--- src/rtl/dfx_axil_pkg.sv ---
`default_nettype none
// ============================================================================
// Module      : dfx_axil_pkg
// Description : Shared constants, register map offsets, FSM state encodings
//               and byte-lane helpers for the DFX AXI-Lite control block.
// Revision    : 1.0 - initial release
// ============================================================================
package dfx_axil_pkg;

    localparam logic [1:0]  RESP_OKAY      = 2'b00;
    localparam logic [1:0]  RESP_SLVERR    = 2'b10;

    localparam logic [31:0] OFF_ID         = 32'h0000_0000;
    localparam logic [31:0] OFF_SCRATCH    = 32'h0000_0004;
    localparam logic [31:0] OFF_CTRL_BASE  = 32'h0000_0100;
    localparam logic [31:0] OFF_STAT_BASE  = 32'h0000_0200;

    typedef enum logic [1:0] {
        W_IDLE    = 2'd0,
        W_HAVE_AW = 2'd1,
        W_HAVE_W  = 2'd2,
        W_RESP    = 2'd3
    } wr_state_t;

    typedef enum logic [0:0] {
        R_IDLE = 1'b0,
        R_RESP = 1'b1
    } rd_state_t;

    // Clear the byte-offset bits so every access decodes as a word address.
    function automatic logic [31:0] word_align(input logic [31:0] addr);
        return addr & 32'hFFFF_FFFC;
    endfunction

    // Replace only the byte lanes whose strobe bit is set.
    function automatic logic [31:0] strb_merge(input logic [31:0] old_val,
                                               input logic [31:0] new_val,
                                               input logic [3:0]  strb);
        logic [31:0] res;
        res = old_val;
        for (int b = 0; b < 4; b++) begin
            if (strb[b]) res[8*b +: 8] = new_val[8*b +: 8];
        end
        return res;
    endfunction

endpackage
`default_nettype wire

--- src/rtl/dfx_axil_ctrl_regs.sv ---
`default_nettype none
// ============================================================================
// Module      : dfx_axil_ctrl_regs
// Description : AXI-Lite slave exposing an ID word, a scratch register,
//               NUM_CTRL control registers (with write strobes) and NUM_STAT
//               status inputs. Independent read/write paths, one outstanding
//               transaction per direction.
// Revision    : 1.0 - initial release
// ============================================================================
module dfx_axil_ctrl_regs
    import dfx_axil_pkg::*;
#(
    parameter int          NUM_CTRL = 4,
    parameter int          NUM_STAT = 4,
    parameter int          ADDR_W   = 12,
    parameter logic [31:0] ID_VALUE = 32'hDF10_0001,
    parameter logic [31:0] CTRL_RST = 32'h0
) (
    input  logic                     AxiBusClock,
    input  logic                     xAxiBusReset,
    input  logic [ADDR_W-1:0]        xPcieToDfx_AXI_awaddr,
    input  logic [2:0]               xPcieToDfx_AXI_awprot,
    input  logic                     xPcieToDfx_AXI_awvalid,
    output logic                     xPcieToDfx_AXI_awready,
    input  logic [31:0]              xPcieToDfx_AXI_wdata,
    input  logic [3:0]               xPcieToDfx_AXI_wstrb,
    input  logic                     xPcieToDfx_AXI_wvalid,
    output logic                     xPcieToDfx_AXI_wready,
    output logic [1:0]               xPcieToDfx_AXI_bresp,
    output logic                     xPcieToDfx_AXI_bvalid,
    input  logic                     xPcieToDfx_AXI_bready,
    input  logic [ADDR_W-1:0]        xPcieToDfx_AXI_araddr,
    input  logic [2:0]               xPcieToDfx_AXI_arprot,
    input  logic                     xPcieToDfx_AXI_arvalid,
    output logic                     xPcieToDfx_AXI_arready,
    output logic [31:0]              xPcieToDfx_AXI_rdata,
    output logic [1:0]               xPcieToDfx_AXI_rresp,
    output logic                     xPcieToDfx_AXI_rvalid,
    input  logic                     xPcieToDfx_AXI_rready,
    output logic [NUM_CTRL*32-1:0]   xCtrl,
    output logic [NUM_CTRL-1:0]      xCtrlWrPulse,
    input  logic [NUM_STAT*32-1:0]   xStat
);

    wr_state_t               r_wstate;
    rd_state_t               r_rstate;
    logic                    r_awready, r_wready, r_bvalid, r_arready, r_rvalid;
    logic [1:0]              r_bresp, r_rresp;
    logic [31:0]             r_rdata;
    logic [31:0]             r_aw_addr, r_w_data;
    logic [3:0]              r_w_strb;
    logic [31:0]             r_scratch;
    logic [NUM_CTRL*32-1:0]  r_ctrl;
    logic [NUM_CTRL-1:0]     r_pulse;

    logic                    w_aw_hs, w_w_hs, w_ar_hs;
    logic                    w_commit;
    logic [31:0]             w_c_addr, w_c_data, w_c_word;
    logic [3:0]              w_c_strb;
    logic                    w_hit_scratch, w_wr_ok;
    logic [NUM_CTRL-1:0]     w_hit_ctrl;
    logic [1:0]              w_bresp;
    logic [31:0]             w_r_word, w_rd_data;
    logic                    w_rd_err;
    logic                    unused_prot;

    assign w_aw_hs = xPcieToDfx_AXI_awvalid & r_awready;
    assign w_w_hs  = xPcieToDfx_AXI_wvalid  & r_wready;
    assign w_ar_hs = xPcieToDfx_AXI_arvalid & r_arready;

    // Protection attributes carry no meaning for this register block.
    assign unused_prot = ^{xPcieToDfx_AXI_awprot, xPcieToDfx_AXI_arprot};

    // Select the write that completes this cycle (last of AW/W) and decode its target.
    always_comb begin
        w_commit = 1'b0;
        w_c_addr = r_aw_addr;
        w_c_data = r_w_data;
        w_c_strb = r_w_strb;
        case (r_wstate)
            W_IDLE: begin
                w_commit = w_aw_hs & w_w_hs;
                w_c_addr = 32'(xPcieToDfx_AXI_awaddr);
                w_c_data = xPcieToDfx_AXI_wdata;
                w_c_strb = xPcieToDfx_AXI_wstrb;
            end
            W_HAVE_AW: begin
                w_commit = w_w_hs;
                w_c_data = xPcieToDfx_AXI_wdata;
                w_c_strb = xPcieToDfx_AXI_wstrb;
            end
            W_HAVE_W: begin
                w_commit = w_aw_hs;
                w_c_addr = 32'(xPcieToDfx_AXI_awaddr);
            end
            default: w_commit = 1'b0;
        endcase
        w_c_word      = word_align(w_c_addr);
        w_hit_scratch = (w_c_word == OFF_SCRATCH);
        w_hit_ctrl    = '0;
        for (int i = 0; i < NUM_CTRL; i++) begin
            if (w_c_word == OFF_CTRL_BASE + 32'(4 * i)) w_hit_ctrl[i] = 1'b1;
        end
        w_wr_ok = w_hit_scratch | (|w_hit_ctrl);
        w_bresp = w_wr_ok ? RESP_OKAY : RESP_SLVERR;
    end

    // Read decode of the address presented on the AR channel.
    always_comb begin
        w_r_word  = word_align(32'(xPcieToDfx_AXI_araddr));
        w_rd_data = '0;
        w_rd_err  = 1'b1;
        if (w_r_word == OFF_ID) begin
            w_rd_data = ID_VALUE;
            w_rd_err  = 1'b0;
        end
        if (w_r_word == OFF_SCRATCH) begin
            w_rd_data = r_scratch;
            w_rd_err  = 1'b0;
        end
        for (int i = 0; i < NUM_CTRL; i++) begin
            if (w_r_word == OFF_CTRL_BASE + 32'(4 * i)) begin
                w_rd_data = r_ctrl[32*i +: 32];
                w_rd_err  = 1'b0;
            end
        end
        for (int i = 0; i < NUM_STAT; i++) begin
            if (w_r_word == OFF_STAT_BASE + 32'(4 * i)) begin
                w_rd_data = xStat[32*i +: 32];
                w_rd_err  = 1'b0;
            end
        end
    end

    // Write channel FSM: collects AW and W in either order, then holds the response.
    always_ff @(posedge AxiBusClock or posedge xAxiBusReset) begin
        if (xAxiBusReset) begin
            r_wstate  <= W_IDLE;
            r_awready <= 1'b0;
            r_wready  <= 1'b0;
            r_bvalid  <= 1'b0;
            r_bresp   <= RESP_OKAY;
            r_aw_addr <= '0;
            r_w_data  <= '0;
            r_w_strb  <= '0;
        end else if (w_commit) begin
            r_wstate  <= W_RESP;
            r_awready <= 1'b0;
            r_wready  <= 1'b0;
            r_bvalid  <= 1'b1;
            r_bresp   <= w_bresp;
        end else begin
            case (r_wstate)
                W_IDLE: begin
                    if (w_aw_hs) begin
                        r_wstate  <= W_HAVE_AW;
                        r_aw_addr <= 32'(xPcieToDfx_AXI_awaddr);
                        r_awready <= 1'b0;
                        r_wready  <= 1'b1;
                    end else if (w_w_hs) begin
                        r_wstate  <= W_HAVE_W;
                        r_w_data  <= xPcieToDfx_AXI_wdata;
                        r_w_strb  <= xPcieToDfx_AXI_wstrb;
                        r_awready <= 1'b1;
                        r_wready  <= 1'b0;
                    end else begin
                        r_awready <= 1'b1;
                        r_wready  <= 1'b1;
                    end
                end
                W_RESP: begin
                    if (xPcieToDfx_AXI_bready) begin
                        r_wstate  <= W_IDLE;
                        r_bvalid  <= 1'b0;
                        r_awready <= 1'b1;
                        r_wready  <= 1'b1;
                    end
                end
                default: r_wstate <= r_wstate;
            endcase
        end
    end

    // Register file update and per-register write strobe, aligned with bvalid.
    always_ff @(posedge AxiBusClock or posedge xAxiBusReset) begin
        if (xAxiBusReset) begin
            r_ctrl    <= {NUM_CTRL{CTRL_RST}};
            r_scratch <= '0;
            r_pulse   <= '0;
        end else begin
            r_pulse <= '0;
            if (w_commit && w_hit_scratch) begin
                r_scratch <= strb_merge(r_scratch, w_c_data, w_c_strb);
            end
            for (int i = 0; i < NUM_CTRL; i++) begin
                if (w_commit && w_hit_ctrl[i]) begin
                    r_ctrl[32*i +: 32] <= strb_merge(r_ctrl[32*i +: 32], w_c_data, w_c_strb);
                    r_pulse[i]         <= 1'b1;
                end
            end
        end
    end

    // Read channel FSM: capture data on the AR handshake and hold it until rready.
    always_ff @(posedge AxiBusClock or posedge xAxiBusReset) begin
        if (xAxiBusReset) begin
            r_rstate  <= R_IDLE;
            r_arready <= 1'b0;
            r_rvalid  <= 1'b0;
            r_rresp   <= RESP_OKAY;
            r_rdata   <= '0;
        end else begin
            case (r_rstate)
                R_IDLE: begin
                    if (w_ar_hs) begin
                        r_rstate  <= R_RESP;
                        r_arready <= 1'b0;
                        r_rvalid  <= 1'b1;
                        r_rdata   <= w_rd_data;
                        r_rresp   <= w_rd_err ? RESP_SLVERR : RESP_OKAY;
                    end else begin
                        r_arready <= 1'b1;
                    end
                end
                R_RESP: begin
                    if (xPcieToDfx_AXI_rready) begin
                        r_rstate  <= R_IDLE;
                        r_rvalid  <= 1'b0;
                        r_arready <= 1'b1;
                    end
                end
                default: r_rstate <= R_IDLE;
            endcase
        end
    end

    assign xPcieToDfx_AXI_awready = r_awready;
    assign xPcieToDfx_AXI_wready  = r_wready;
    assign xPcieToDfx_AXI_bvalid  = r_bvalid;
    assign xPcieToDfx_AXI_bresp   = r_bresp;
    assign xPcieToDfx_AXI_arready = r_arready;
    assign xPcieToDfx_AXI_rvalid  = r_rvalid;
    assign xPcieToDfx_AXI_rresp   = r_rresp;
    assign xPcieToDfx_AXI_rdata   = r_rdata;
    assign xCtrl                  = r_ctrl;
    assign xCtrlWrPulse           = r_pulse;

endmodule
`default_nettype wire

--- config.mk ---
export PLATFORM = sky130hd
export DESIGN_NAME = dfx_axil_ctrl_regs
export DESIGN_NICKNAME = d
export VERILOG_FILES = /design/src/rtl/dfx_axil_pkg.sv /design/src/rtl/dfx_axil_ctrl_regs.sv
export SDC_FILE = /design/constraint.sdc
export NUM_CORES = 1
export LEC_CHECK = 0
export CORE_MARGIN = 5
export CORE_UTILIZATION = 35
export DETAILED_ROUTE_END_ITERATION = 7
export GPL_TIMING_DRIVEN = 0
export HOLD_SLACK_MARGIN = 0.08
export PLACE_DENSITY = 0.65
export SETUP_SLACK_MARGIN = 0.4
export SYNTH_ARGS = -nofsm -noshare
export SYNTH_HDL_FRONTEND = slang
export SYNTH_SLANG_ARGS = --single-unit
--- constraint.sdc ---
create_clock -name AxiBusClock -period 11.9 [get_ports AxiBusClock]
set_input_delay 2.38 -clock AxiBusClock [delete_from_list [all_inputs] [get_ports AxiBusClock]]
set_output_delay 2.38 -clock AxiBusClock [all_outputs]
set_load 0.05 [all_outputs]
* Word level (Yosys, flattened, before mapping)
Index checks and enable logic that the tools add are counted.
** Storage, ports and cells
- Register bits :: 256
- Input port bits :: 201
- Logic and storage cells :: 162
** Cells by class
- Equal/unequal tests :: 21
- Muxes and demuxes :: 59
- Bitwise logic cells :: 8
- Reductions and logical operators :: 40
** Operators by type and width (number)
- two-way mux 32 bit :: 11
- equality test 30 x 7 -> 1 bit, second input constant :: 4
- AND reduction 2 bit :: 24
- equality test 10 x 7 -> 1 bit, second input constant :: 4
- equality test 10 x 8 -> 1 bit, second input constant :: 4
- two-way mux 1 bit :: 33
- logical NOT 32 bit :: 1
- equality test 30 x 1 -> 1 bit, second input constant :: 1
- two-way mux 12 bit :: 1
- two-way mux 2 bit :: 6
- equality test 10 x 1 -> 1 bit, second input constant :: 1
- case mux 1 bit (2 select lines) :: 5
- AND reduction 3 bit :: 2
- logical AND 1 bit :: 5
- AND 1 bit :: 4
- equality test 2 bit, second input constant :: 2
- two-way mux 4 bit :: 1
- inequality test 2 bit, second input constant :: 2
- inequality test 4 bit, second input constant :: 1
- case mux 2 bit (2 select lines) :: 1
- AND reduction 4 bit :: 1
- nonzero test 2 bit :: 2
- OR reduction 2 bit :: 2
- OR reduction 4 bit :: 1
- 7 further kinds :: 9

* Longest topological paths before layout
Gate-level depths: netlist of run 1.
- Depth after elaboration :: 12
- Gate-level depth with buffers :: 8
- Gate-level depth less buffers :: 5

* Least setup slack after synthesis of run 1
Ideal clock, no wire load.
- Path type :: input port to flip-flop
- Start point :: input port xPcieToDfx_AXI_awaddr[4]
- End point :: register r_ctrl[112] (netlist: xCtrl[112])
- Setup time :: 125 ps
- Arrival time :: 4297 ps
- Data required time :: 11775 ps
- Slack :: 7478 ps
- Cell stages on the path :: 5
- Buffers on the path :: 0
- Cell sequence :: or3_4 > a2111oi_4 > nand3_4 > nor2_8 > mux2_2
** On the way
- Cells in the longest elaborated chain, start to end :: 5
** Ends and longest elaborated chain
- from (decl) :: RTL line dfx_axil_ctrl_regs.sv:21 : input logic [ADDR_W-1:0] xPcieToDfx_AXI_awaddr,
- two-way mux 12 bit :: RTL line dfx_axil_ctrl_regs.sv:80 : case (r_wstate)
- equality test 30 x 7 -> 1 bit :: RTL line dfx_axil_ctrl_regs.sv:102 : if (w_c_word == OFF_CTRL_BASE + 32'(4 * i)) w_hit_ctrl[i] = 1'b1;
- two-way mux 1 bit :: RTL line dfx_axil_ctrl_regs.sv:102
- logical AND 1 bit :: RTL line dfx_axil_ctrl_regs.sv:196 : if (w_commit && w_hit_ctrl[i]) begin
- AND reduction 2 bit (no source line)
- to (signal assigned) :: RTL line dfx_axil_ctrl_regs.sv:187 : r_ctrl <= {NUM_CTRL{CTRL_RST}};
- to (signal, indexed assignment) :: RTL line dfx_axil_ctrl_regs.sv:197 : r_ctrl[32*i +: 32] <= strb_merge(r_ctrl[32*i +: 32], w_c_data, w_c_strb);
- to (decl) :: RTL line dfx_axil_ctrl_regs.sv:53 : logic [NUM_CTRL*32-1:0] r_ctrl;
Every way passes these cells.
A chain may end at the register's enable or synchronous reset.

* Worst setup path in the final report of run 1
- Start point :: input port xPcieToDfx_AXI_araddr[2]
- End point :: register r_rdata[3] (netlist: xPcieToDfx_AXI_rdata[3])
** On the way
- Cells in the longest elaborated chain, start to end :: 10
- Elaborated cells on any way between the ends :: 18
- Classes of those cells :: eq/ne (9); mux (9)
** Ends and longest elaborated chain
- from (decl) :: RTL line dfx_axil_ctrl_regs.sv:32 : input logic [ADDR_W-1:0] xPcieToDfx_AXI_araddr,
- equality test 10 x 1 -> 1 bit :: RTL line dfx_axil_ctrl_regs.sv:117 : if (w_r_word == OFF_SCRATCH) begin
- two-way mux 32 bit :: RTL line dfx_axil_ctrl_regs.sv:117
- two-way mux 32 bit (4 in series) :: RTL line dfx_axil_ctrl_regs.sv:122 : if (w_r_word == OFF_CTRL_BASE + 32'(4 * i)) begin
- two-way mux 32 bit (3 in series) :: RTL line dfx_axil_ctrl_regs.sv:128 : if (w_r_word == OFF_STAT_BASE + 32'(4 * i)) begin
- two-way mux 32 bit * :: RTL line dfx_axil_ctrl_regs.sv:128
- to (signal assigned) :: RTL line dfx_axil_ctrl_regs.sv:219 : r_rdata <= w_rd_data;
- to (decl) :: RTL line dfx_axil_ctrl_regs.sv:49 : logic [31:0] r_rdata;
Every way passes the cells marked *; elsewhere a longest branch is shown, timed or not.

==> results by group, run 1 <==
Global routing
  – GRT Util Overall: 25.2%
  – Grt total ovfl: 0
  – Initial antenna violation count: 6
  – Largest net degree at the start of global routing: 126
  – Vias in the first global route: 11700
  – Wire length of the first global-routing pass: 77900 um

Worst setup path
  – Reg2reg start: r_wstate[1]
  – Critical path buffer and inverter count: 4
  – Kind of critical path: in -> reg
  – Crit-path most repeated cell: clkbuf_1
  – Critical-path cell list: clkdlybuf4s50_1 -> clkbuf_1 -> clkbuf_1 -> clkbuf_1 -> o21ai_0 -> a31oi_1 -> o221ai_1 -> a21oi_1
  – Endpoint type of the worst setup path: register
  – Reg2reg path depth: 5
  – CP max-delay cell: clkbuf_1
  – Critical path arrival: 5.87 ns
  – Crit path max fanout: 10
  – R2R Setup Slk: 8.76 ns
  – CP peak stage delay: 0.71 ns
  – Critical path startpoint category: input port
  – Crit-path leading delay family: buffers and inverters
  – Reg2reg end: xCtrl[115]
  – Req. time, crit path: 12.35 ns

Run status
  – Outcome: completed

CTS
  – # H-tree levels: 1
  – Clk sinks: 252
  – Total CTS buffers: 28
  – Clk buf depth: 3
  – TritonCTS clock tree: done
  – Post-CTS setup buffer count: 0
  – Clock Latency Late Sink: 0.57 ns
  – Root Buffer: clkbuf_16
  – Post-CTS Resized: 0
  – CTS Hold Buffers Added: 0
  – Worst-path clk slew: 0.06 ns

Min path
  – HP Class: reg -> reg
  – Hold_sp: r_rstate
  – Hold endpoint: xPcieToDfx_AXI_arready
  – Hold Path Depth: 1

Cells and area
  – Post-layout util: 49.6%
  – Area of the multi-input gates: 6370 um^2
  – Area Growth Syn to Fin: 39.9%
  – Commonest non-fill, non-tap cell in the layout: clkdlybuf4s50_1
  – Reg area: 6310 um^2
  – Fin nets: 1746
  – Most frequent cells in the layout: 361 x clkdlybuf4s50_1, 252 x dfrtp_1, 249 x mux2_2
  – Fillers: 3332
  – Layout Cells excl Fill: 2038
  – Share of layout cells above drive strength 1: 21.2%

Logic synthesis
  – Post-synth EDFFs: 0
  – Register bit total from synthesis: 252
  – Simple-gate share of the synthesized area: 11.7%
  – Mapped Area: 13000 um^2
  – Synth unique cells: 59
  – Most used flip-flop cell after synthesis: dfrtp_1
  – Ys Warns: 0
  – Post-synthesis xor/xnor area fraction: 0%
  – Register area share after synthesis: 48.6%
  – Post-synthesis mux area share: 24.0%
  – Avg Inst Size Synth: 11.3 um^2
  – Synth Area in Adders: 0%
  – Largest family of logic cells by synthesized area: multiplexers
  – Async SR Flop Fraction: 100%
  – Post-synthesis cell count: 1151
  – Compound-gate portion of the synthesized area: 13.3%

Drt
  – WL per Instance: 26.4 um
  – Vias per Instance: 5.64
  – Antenna-violating nets left: 0
  – Pre-Repair DR Iteration Count: 5
  – DRC: 0
  – Overall via count from detail_route: 11500
  – Post-Route WL: 53800 um
  – Initial DRC count: 670

Floorplanning
  – Core Area: 36600 um^2
  – Initial core utilization: 35.5%
  – Num ports: 374
  – Die width: 203 um
  – Std-Cell Rows: 70
  – Die area: 41000 um^2
  – Die H: 203 um

Timing
  – Clock Skews: 0.0323 ns
  – Crit path time final: 5.42 ns
  – Fin. max-slew vios: 0
  – Fmax: 0.184 GHz
  – RSZ-0062 raised after global routing: no
  – Setup violations, final: 0
  – Final Hold Fails: 0
  – Final Cycle Share: 45.6%
  – Slew @ Worst Pin: 1.11 ns
  – Headroom to the max-slew limit: 25.4%

Pwr
  – P per Cell Area: 189 nW/um^2
  – Net Sw Frac: 39.6%
  – Flop pwr share: 34.5%
  – Switching pwr: 1360 uW
  – Power Internal: 2080 uW
  – Combinational share of power: 40.5%
  – Peak supply drop: 0.000130 V
  – Static leakage: 0.00762 uW
  – Clock power frac: 25.0%

Placement
  – DP Wirelength: 41700 um
  – Placer Congestion: 0.924
  – Placed insts: 1983
  – Port bufs: 361

Flow run
  – Max_cap viols: 0
[cells in the mapped netlist, types with 12 or more instances]
library cell,instances,area [um^2]
a21oi_1,57,285
a221oi_1,21,184
clkbuf_1,62,233
dfrtp_1,252,6310
mux2_2,249,2800
mux2i_1,22,220
nand2_1,94,353
nand2b_1,16,100
nand3_1,18,90.1
nor2_1,60,225
nor2_4,12,135
nor3_1,13,65.1
o21ai_0,75,375
o221ai_1,24,210
o22ai_1,21,131
[cell families (layout without fill, tap and decap cells)]
logic type	Yosys count	count (layout)
flops	252	252
buf+inv	79	492
other cells	1	7
simple gates	277	277
mux	279	279
compound gates	263	263
[worst max-delay path by stage]
stage | startpoint | endpoint | slack (ns) | depth (start not counted)
final | xPcieToDfx_AXI_araddr[2] | xPcieToDfx_AXI_rdata[3] | 6.48 | 8
after global routing | xPcieToDfx_AXI_araddr[2] | xPcieToDfx_AXI_rdata[3] | 6.39 | 8
after CTS | xPcieToDfx_AXI_araddr[2] | xPcieToDfx_AXI_rdata[3] | 6.56 | 8
after detailed placement | xPcieToDfx_AXI_araddr[2] | xPcieToDfx_AXI_rdata[3] | 6.01 | 8
after global placement | xAxiBusReset | xPcieToDfx_AXI_rdata[25] | -0.97 | 2
after floorplan | xAxiBusReset | r_aw_addr[10] | 2.59 | 1
[flip-flops by register name, indices dropped and copies added (netlist names), 2 cells and up]
name	cells
xPcieToDfx_AXI_rdata	32
r_wstate	2
xCtrlWrPulse	4
xCtrl	128
r_scratch	32
r_w_strb	4
r_aw_addr	10
r_w_data	32
[worst reg2reg max path, stage by stage, from the launching register on]
cell,delay [ns]
dfrtp_1,0.32
clkbuf_1,0.34
buf_1,0.68
clkbuf_1,0.86
mux2_2,0.51
mux2_1,0.30
[power by group through the flow]
stage	Combinational, uW	Sequential [uW]	Clock (uW)
after global placement	1370	1190	0
final	1390	1190	858
after CTS	1400	1180	875
after detailed placement	1390	1200	0
after floorplan	535	1530	0
after global routing	1470	1210	909
[through the flow]
stage / hold slack (ns) / setup WS [ns] / TNS (ns) / instance area, um^2 / power (uW)
after floorplan: 0.441 / 2.59 / 0 / 13000 / 2070
after global placement: 0.456 / -0.965 / -236.58 / 17200 / 2570
after detailed placement: 0.465 / 6.01 / 0 / 17200 / 2590
after CTS: 0.487 / 6.56 / 0 / 18200 / 3450
after global routing: 0.511 / 6.39 / 0 / 18200 / 3590
final: 0.478 / 6.48 / 0 / 18200 / 3440
[layout make-up]
type	instances	share of cell area, %
antenna	5	0.0689
buffer	73	1.58
clock buffer	41	4.51
clock inverter	9	0.489
inverter	6	0.165
multi-input combinational	821	35.1
sequential	252	34.7
tap	468	3.22
timing repair buffer	363	20.2
[metal layers]
metal  track usage (%)  share of wire [%]
met2              40.8                 46
met5                 0              0.039
met1              32.6                 41
met4              9.24                4.1
met3              6.76                8.9
(Power assumes the default switching activity.)
==> inputs of run 2 (changes only) <==
==> constraint.sdc (replaced) <==
create_clock -name AxiBusClock -period 5.45 [get_ports AxiBusClock]
set_input_delay 1.09 -clock AxiBusClock [delete_from_list [all_inputs] [get_ports AxiBusClock]]
set_output_delay 1.09 -clock AxiBusClock [all_outputs]
set_load 0.05 [all_outputs]
==> run 2 against run 1 <==
Net effect:
- worst hold slack improved by 0.015 ns
- worst setup slack worse by 5.2 ns
- design area rose by 1.1%
- sequential power rose by 120%
- wire length increased by 2.1%
- first-iteration DRC count grew 27%
- global-route usage increased by 0.68 points
- non-clock buffer count increased by 5
==> results by group, run 2 (synthesis gave the netlist of run 1 again) <==
CTS
  – Total CTS buffers: 29 (was 28)
  – Clock Latency Late Sink: 0.56 ns (was 0.57 ns)
  – # H-tree levels: 1 (unchanged)
  – Post-CTS Resized: 0 (unchanged)
  – Worst-path clk slew: 0.06 ns (about the same)
  – Root Buffer: clkbuf_16 (unchanged)
  – Post-CTS setup buffer count: 0 (unchanged)
  – TritonCTS clock tree: done (unchanged)
  – CTS Hold Buffers Added: 0 (unchanged)
  – Clk buf depth: 3 (unchanged)
  – Clk sinks: 252 (unchanged)

Timing
  – Crit path time final: 4.15 ns
  – Final Hold Fails: 0 (unchanged)
  – Headroom to the max-slew limit: 26.0% (was 25.4%)
  – RSZ-0062 raised after global routing: no (unchanged)
  – Fin. max-slew vios: 0 (unchanged)
  – Final WS setup: 1.30 ns (was 6.48 ns)
  – Hold_ws: 0.493 ns (was 0.478 ns)
  – Fmax: 0.241 GHz
  – Slew @ Worst Pin: 1.11 ns (about the same)
  – Setup_tns: 0 ns (unchanged)
  – Setup violations, final: 0 (unchanged)
  – Clock Skews: 0.0142 ns (was 0.0323 ns)
  – Final Cycle Share: 76.1%

Global routing
  – Vias in the first global route: 12000 (was 11700)
  – GRT Util Overall: 25.9% (was 25.2%)
  – Initial antenna violation count: 7 (was 6)
  – Largest net degree at the start of global routing: 41 (was 126)
  – Wire length of the first global-routing pass: 80100 um (was 77900 um)
  – GRT met2 Usage: 42.5% (was 40.8%)
  – Grt total ovfl: 0 (unchanged)
  – Most Crowded Layer GR: met2 (unchanged)
  – Met3 GRT Util: 6.76% (unchanged)
  – M1 GR Usage: 33.7% (was 32.6%)

Drt
  – Overall via count from detail_route: 11500 (about the same)
  – WL per Instance: 26.8 um (was 26.4 um)
  – Vias per Instance: 5.62 (was 5.64)
  – Post-Route WL: 55000 um (was 53800 um)
  – Pre-Repair DR Iteration Count: 5 (unchanged)
  – Antenna-violating nets left: 0 (unchanged)
  – DRC: 0 (unchanged)
  – Initial DRC count: 851 (was 670)

Pwr
  – Static leakage: 0.00773 uW (was 0.00762 uW)
  – P per Cell Area: 422 nW/um^2 (was 189 nW/um^2)
  – Peak supply drop: 0.000305 V (was 0.000130 V)

Floorplanning
  – Die width: 203 um (unchanged)
  – Core Area: 36600 um^2 (unchanged)
  – Die area: 41000 um^2 (unchanged)
  – Num ports: 374 (unchanged)
  – Std-Cell Rows: 70 (unchanged)
  – Die H: 203 um (unchanged)
  – Initial core utilization: 35.5% (unchanged)

Cells and area
  – Share of layout cells above drive strength 1: 21.8% (was 21.2%)
  – Fin nets: 1752 (was 1746)
  – Post-layout util: 50.2% (was 49.6%)
  – Fillers: 3424 (was 3332)
  – Commonest non-fill, non-tap cell in the layout: clkdlybuf4s50_1 (unchanged)
  – Area Growth Syn to Fin: 41.5% (was 39.9%)
  – Max FFs per register: 128 (unchanged)
  – Most frequent cells in the layout: 361 x clkdlybuf4s50_1, 252 x dfrtp_1, 249 x mux2_2 (unchanged)

Worst setup path
  – Kind of critical path: in -> reg (unchanged)
  – Reg2reg end: xCtrl[115] (unchanged)
  – R2R Setup Slk: 2.30 ns (was 8.76 ns)
  – Reg2reg start: r_wstate[1] (unchanged)
  – Reg2reg path depth: 5 (unchanged)
  – Crit path max fanout: 10 (unchanged)
  – Endpoint type of the worst setup path: register (unchanged)
  – Critical path arrival: 4.61 ns (was 5.87 ns)
  – Req. time, crit path: 5.91 ns (was 12.35 ns)
  – Critical path startpoint category: input port (unchanged)

Min path
  – Hold endpoint: xPcieToDfx_AXI_rdata[4] (was xPcieToDfx_AXI_arready)
  – Hold_sp: xPcieToDfx_AXI_rdata[4] (was r_rstate)
  – Hold Path Depth: 1 (unchanged)
  – HP Class: reg -> reg (unchanged)

Placement
  – Placer Congestion: 0.909 (was 0.924)
  – Place WS: 0.857 ns (was 6.01 ns)
  – Port bufs: 361 (unchanged)
  – DP Wirelength: 42900 um (was 41700 um)

Flow run
  – Max_cap viols: 0 (unchanged)

Run status
  – Outcome: completed (unchanged)
==> run 2: report_power, final <==
group / leakage (uW) / internal [uW] / switching, uW
registers: 0.00334 / 2310 / 286
clock network: 0.000509 / 1280 / 818
logic: 0.00388 / 1140 / 1910
total: 0.00773 / 4740 / 3010
==> run 2: per-layer routing <==
| layer | share of wire [%] | routed length (um) | vias to the layer above |
|---|---|---|---|
| met2 | 47 | 25900 | 519 |
| li1 | - | - | 5083 |
| met4 | 3.3 | 1830 | 2 |
| met1 | 41 | 22600 | 5829 |
| met3 | 8.4 | 4600 | 83 |
| met5 | 0.024 | 13 | - |
==> run 2: per-stage QoR <==
| stage | instances | cell area [um^2] | power [uW] |
|---|---|---|---|
| floorplan | 1152 | 13000 | 4510 |
| global placement | 1981 | 17200 | 5610 |
| detailed placement | 1988 | 17300 | 5670 |
| CTS | 2042 | 18400 | 7790 |
| global route | 2047 | 18400 | 8080 |
| finish | 2048 | 18400 | 7750 |
==> run 2: critical path, cell delays in order <==
cell and delay, ns:
clkdlybuf4s50_1 0.56, buf_1 0.56, clkbuf_1 0.73, clkbuf_1 0.53, o21ai_0 0.35, a31oi_1 0.27
o221ai_1 0.25, a211oi_1 0.26
==> run 2: worst max path at each step <==
stage	startpoint	to
after floorplan	xAxiBusReset	r_aw_addr[10]
after global placement	xAxiBusReset	r_w_data[21]
after detailed placement	xPcieToDfx_AXI_araddr[3]	xPcieToDfx_AXI_rdata[31]
after CTS	xPcieToDfx_AXI_araddr[3]	xPcieToDfx_AXI_rdata[31]
after global routing	xPcieToDfx_AXI_araddr[3]	xPcieToDfx_AXI_rdata[31]
final	xPcieToDfx_AXI_araddr[3]	xPcieToDfx_AXI_rdata[31]
==> run 2: area by class of cell <==
| type | count | area (um^2) | share of cell area, % |
|---|---|---|---|
| multi-input combinational | 821 | 6370 | 34.7 |
| buffer | 73 | 287 | 1.56 |
| inverter | 6 | 26.3 | 0.143 |
| antenna | 6 | 15.0 | 0.0817 |
| clock buffer | 38 | 810 | 4.41 |
| tap | 468 | 586 | 3.19 |
| timing repair buffer | 368 | 3750 | 20.4 |
| clock inverter | 16 | 219 | 1.19 |
| sequential | 252 | 6310 | 34.3 |
==> inputs of run 3 (changes only) <==
--- a/config.mk
+++ b/config.mk
@@ -10,7 +10,7 @@
 export DETAILED_ROUTE_END_ITERATION = 7
 export GPL_TIMING_DRIVEN = 0
 export HOLD_SLACK_MARGIN = 0.08
-export PLACE_DENSITY = 0.65
+export PLACE_DENSITY = 0.67
 export SETUP_SLACK_MARGIN = 0.4
 export SYNTH_ARGS = -nofsm -noshare
 export SYNTH_HDL_FRONTEND = slang
==> constraint.sdc (replaced) <==
create_clock -name AxiBusClock -period 3.45 [get_ports AxiBusClock]
set_input_delay 0.69 -clock AxiBusClock [delete_from_list [all_inputs] [get_ports AxiBusClock]]
set_output_delay 0.69 -clock AxiBusClock [all_outputs]
set_load 0.05 [all_outputs]
==> run 3 against run 2 <==
Net effect:
- register-to-register slack worse by 1.7 ns
- design area is 0.29% higher
- non-clock buffer count is 4 higher
- clock-buffer cell count is 4 higher
- sequential cell count stayed put
==> results by group, run 3 (synthesis gave the netlist of run 1 again) <==
Timing
  – Fmax: 0.325 GHz
  – Setup violations, final: 0 (unchanged)
  – RSZ-0062 raised after global routing: yes (was no)
  – Crit path time final: 3.08 ns
  – Headroom to the max-slew limit: 31.4% (was 26.0%)
  – Final Hold Fails: 0 (unchanged)
  – Fin. max-slew vios: 0 (unchanged)
  – Final Cycle Share: 89.3%
  – Clock Skews: 0.0209 ns (was 0.0142 ns)
  – Slew @ Worst Pin: 1.03 ns (was 1.11 ns)
  – Setup_tns: 0 ns (unchanged)

CTS
  – Clk sinks: 252 (unchanged)
  – Clk buf depth: 3 (unchanged)
  – Clock Latency Late Sink: 0.56 ns (about the same)
  – # H-tree levels: 1 (unchanged)
  – CTS Hold Buffers Added: 0 (unchanged)
  – Root Buffer: clkbuf_16 (unchanged)
  – Total CTS buffers: 28 (was 29)
  – Worst-path clk slew: 0.06 ns (about the same)
  – TritonCTS clock tree: done (unchanged)

Placement
  – Placed insts: 1988 (unchanged)
  – Placer Congestion: 0.921 (was 0.909)
  – Port bufs: 361 (unchanged)
  – DP Wirelength: 42600 um (was 42900 um)

Floorplanning
  – Die width: 203 um (unchanged)
  – Core Area: 36600 um^2 (unchanged)
  – Die area: 41000 um^2 (unchanged)
  – Std-Cell Rows: 70 (unchanged)
  – Initial core utilization: 35.5% (unchanged)
  – Num ports: 374 (unchanged)
  – Die H: 203 um (unchanged)

Global routing
  – Largest net degree at the start of global routing: 42 (was 41)
  – GRT Util Overall: 25.6% (was 25.9%)
  – Grt total ovfl: 0 (unchanged)
  – Vias in the first global route: 11900 (was 12000)
  – Wire length of the first global-routing pass: 79200 um (was 80100 um)
  – Initial antenna violation count: 5 (was 7)

Flow run
  – Max_cap viols: 0 (unchanged)

Cells and area
  – Fillers: 3316 (was 3424)
  – Max FFs per register: 128 (unchanged)
  – Fin nets: 1755 (was 1752)
  – Area Growth Syn to Fin: 41.9% (was 41.5%)
  – Commonest non-fill, non-tap cell in the layout: clkdlybuf4s50_1 (unchanged)
  – Most frequent cells in the layout: 361 x clkdlybuf4s50_1, 252 x dfrtp_1, 249 x mux2_2 (unchanged)
  – Layout Cells excl Fill: 2047 (was 2048)
  – Share of layout cells above drive strength 1: 23.9% (was 21.8%)
  – Post-layout util: 50.3% (was 50.2%)

Pwr
  – Static leakage: 0.00781 uW (was 0.00773 uW)
  – Peak supply drop: 0.000388 V (was 0.000305 V)
  – P per Cell Area: 654 nW/um^2 (was 422 nW/um^2)

Worst setup path
  – Kind of critical path: in -> reg (unchanged)
  – Critical path arrival: 3.55 ns (was 4.61 ns)
  – CP peak stage delay: 0.62 ns (was 0.73 ns)
  – Reg2reg start: r_wstate[1] (unchanged)
  – CP max-delay cell: or4_1 (was clkbuf_1)
  – Crit path max fanout: 10 (unchanged)
  – Req. time, crit path: 3.92 ns (was 5.91 ns)
  – Reg2reg path depth: 7 (was 5)
  – R2R Setup Slk: 0.60 ns (was 2.30 ns)
  – Reg2reg end: r_scratch[3] (was xCtrl[115])
  – Endpoint type of the worst setup path: register (unchanged)
  – Critical path startpoint category: input port (unchanged)
  – Critical-path cell list: clkdlybuf4s50_1 -> or4_1 -> clkbuf_1 -> nor3_2 -> clkbuf_2 -> o21a_1 -> o221ai_1 -> a21oi_1 (was clkdlybuf4s50_1 -> buf_1 -> clkbuf_1 -> clkbuf_1 -> o21ai_0 -> a31oi_1 -> o221ai_1 -> a211oi_1)
  – Crit-path leading delay family: simple AND/OR/NAND/NOR gates (was buffers and inverters)
  – Critical path buffer and inverter count: 3 (was 4)

Min path
  – Hold endpoint: xPcieToDfx_AXI_arready (was xPcieToDfx_AXI_rdata[4])
  – HP Class: reg -> reg (unchanged)
  – Hold Path Depth: 1 (unchanged)
  – Hold_sp: r_rstate (was xPcieToDfx_AXI_rdata[4])

Drt
  – WL per Instance: 26.6 um (was 26.8 um)
  – Vias per Instance: 5.66 (was 5.62)
  – Initial DRC count: 633 (was 851)
  – Overall via count from detail_route: 11600 (was 11500)
  – Pre-Repair DR Iteration Count: 8 (was 5)
  – DRC: 0 (unchanged)
  – Post-Route WL: 54500 um (was 55000 um)
  – Antenna-violating nets left: 0 (unchanged)

Run status
  – Outcome: completed (unchanged)
==> run 3: cell types whose count changed in the layout (fill, tap and decap cells not counted), moves of 3 or more <==
| cell | change |
|---|---|
| clkbuf_2 | +23 |
| nor3_2 | +3 |
| bufinv_16 | -3 |
| nor3_1 | -3 |
| buf_4 | +4 |
| clkbuf_8 | +6 |
| clkbuf_1 | -25 |
==> run 3: repair_timing <==
action                                 CTS  global route
pin swaps                                1             7
resized for setup                       20            26
endpoints found under the hold margin    0             0
setup endpoints to repair               72            44
buffers inserted                         0             4
==> run 3: worst register-to-register path, stage by stage (launching register included) <==
cell      delay (ns)
dfrtp_1         0.36
clkbuf_1        0.22
and2_1          0.28
or3_1           0.42
and3b_1         0.22
clkbuf_1        0.21
nand4b_1        0.55
mux2_2          0.49
==> run 3: worst max path at each step <==
stage / start / endpoint / slack [ns] / cells past startpoint
after global placement: xAxiBusReset / xPcieToDfx_AXI_rdata[28] / -2.61 / 2
after global routing: xPcieToDfx_AXI_araddr[8] / xPcieToDfx_AXI_rdata[30] / 0.33 / 8
after CTS: xPcieToDfx_AXI_araddr[8] / xPcieToDfx_AXI_rdata[3] / 0.38 / 7
after detailed placement: xPcieToDfx_AXI_araddr[3] / xPcieToDfx_AXI_rdata[31] / -0.88 / 8
final: xPcieToDfx_AXI_araddr[7] / xPcieToDfx_AXI_rdata[10] / 0.37 / 8
after floorplan: xAxiBusReset / r_aw_addr[10] / -0.56 / 1
==> run 3: per-layer routing <==
metal,share of wire (%),track usage (%),up-vias
met3,8.3,6.21,99
li1,-,-,5091
met5,0.024,0,-
met1,41,33.5,5853
met2,47,42.4,541
met4,3.5,7.98,2
==> run 3: where the power goes <==
part	internal (uW)	switching (uW)	total (uW)
clock network	1870	1240	3110
registers	3650	447	4100
logic	1820	3030	4840
total	7330	4710	12000
==> run 3: per-stage QoR <==
stage	worst slack [ns]	cell area, um^2	total power, uW	hold WS, ns
3_5_place_dp	-0.883	17300	8970	0.470
5_1_grt	0.328	18400	12600	0.512
4_1_cts	0.379	18300	12100	0.486
3_3_place_gp	-2.61	17200	8860	0.461
2_1_floorplan	-0.556	13000	7120	0.441
6_report	0.370	18400	12000	0.487
==> run 3: cell type report <==
type	instances	area, um^2	area share, %
tap	468	586	3.18
inverter	6	26.3	0.143
clock inverter	8	101	0.550
sequential	252	6310	34.2
buffer	73	324	1.76
antenna	5	12.5	0.0679
multi-input combinational	821	6420	34.8
clock buffer	42	863	4.69
timing repair buffer	372	3790	20.6
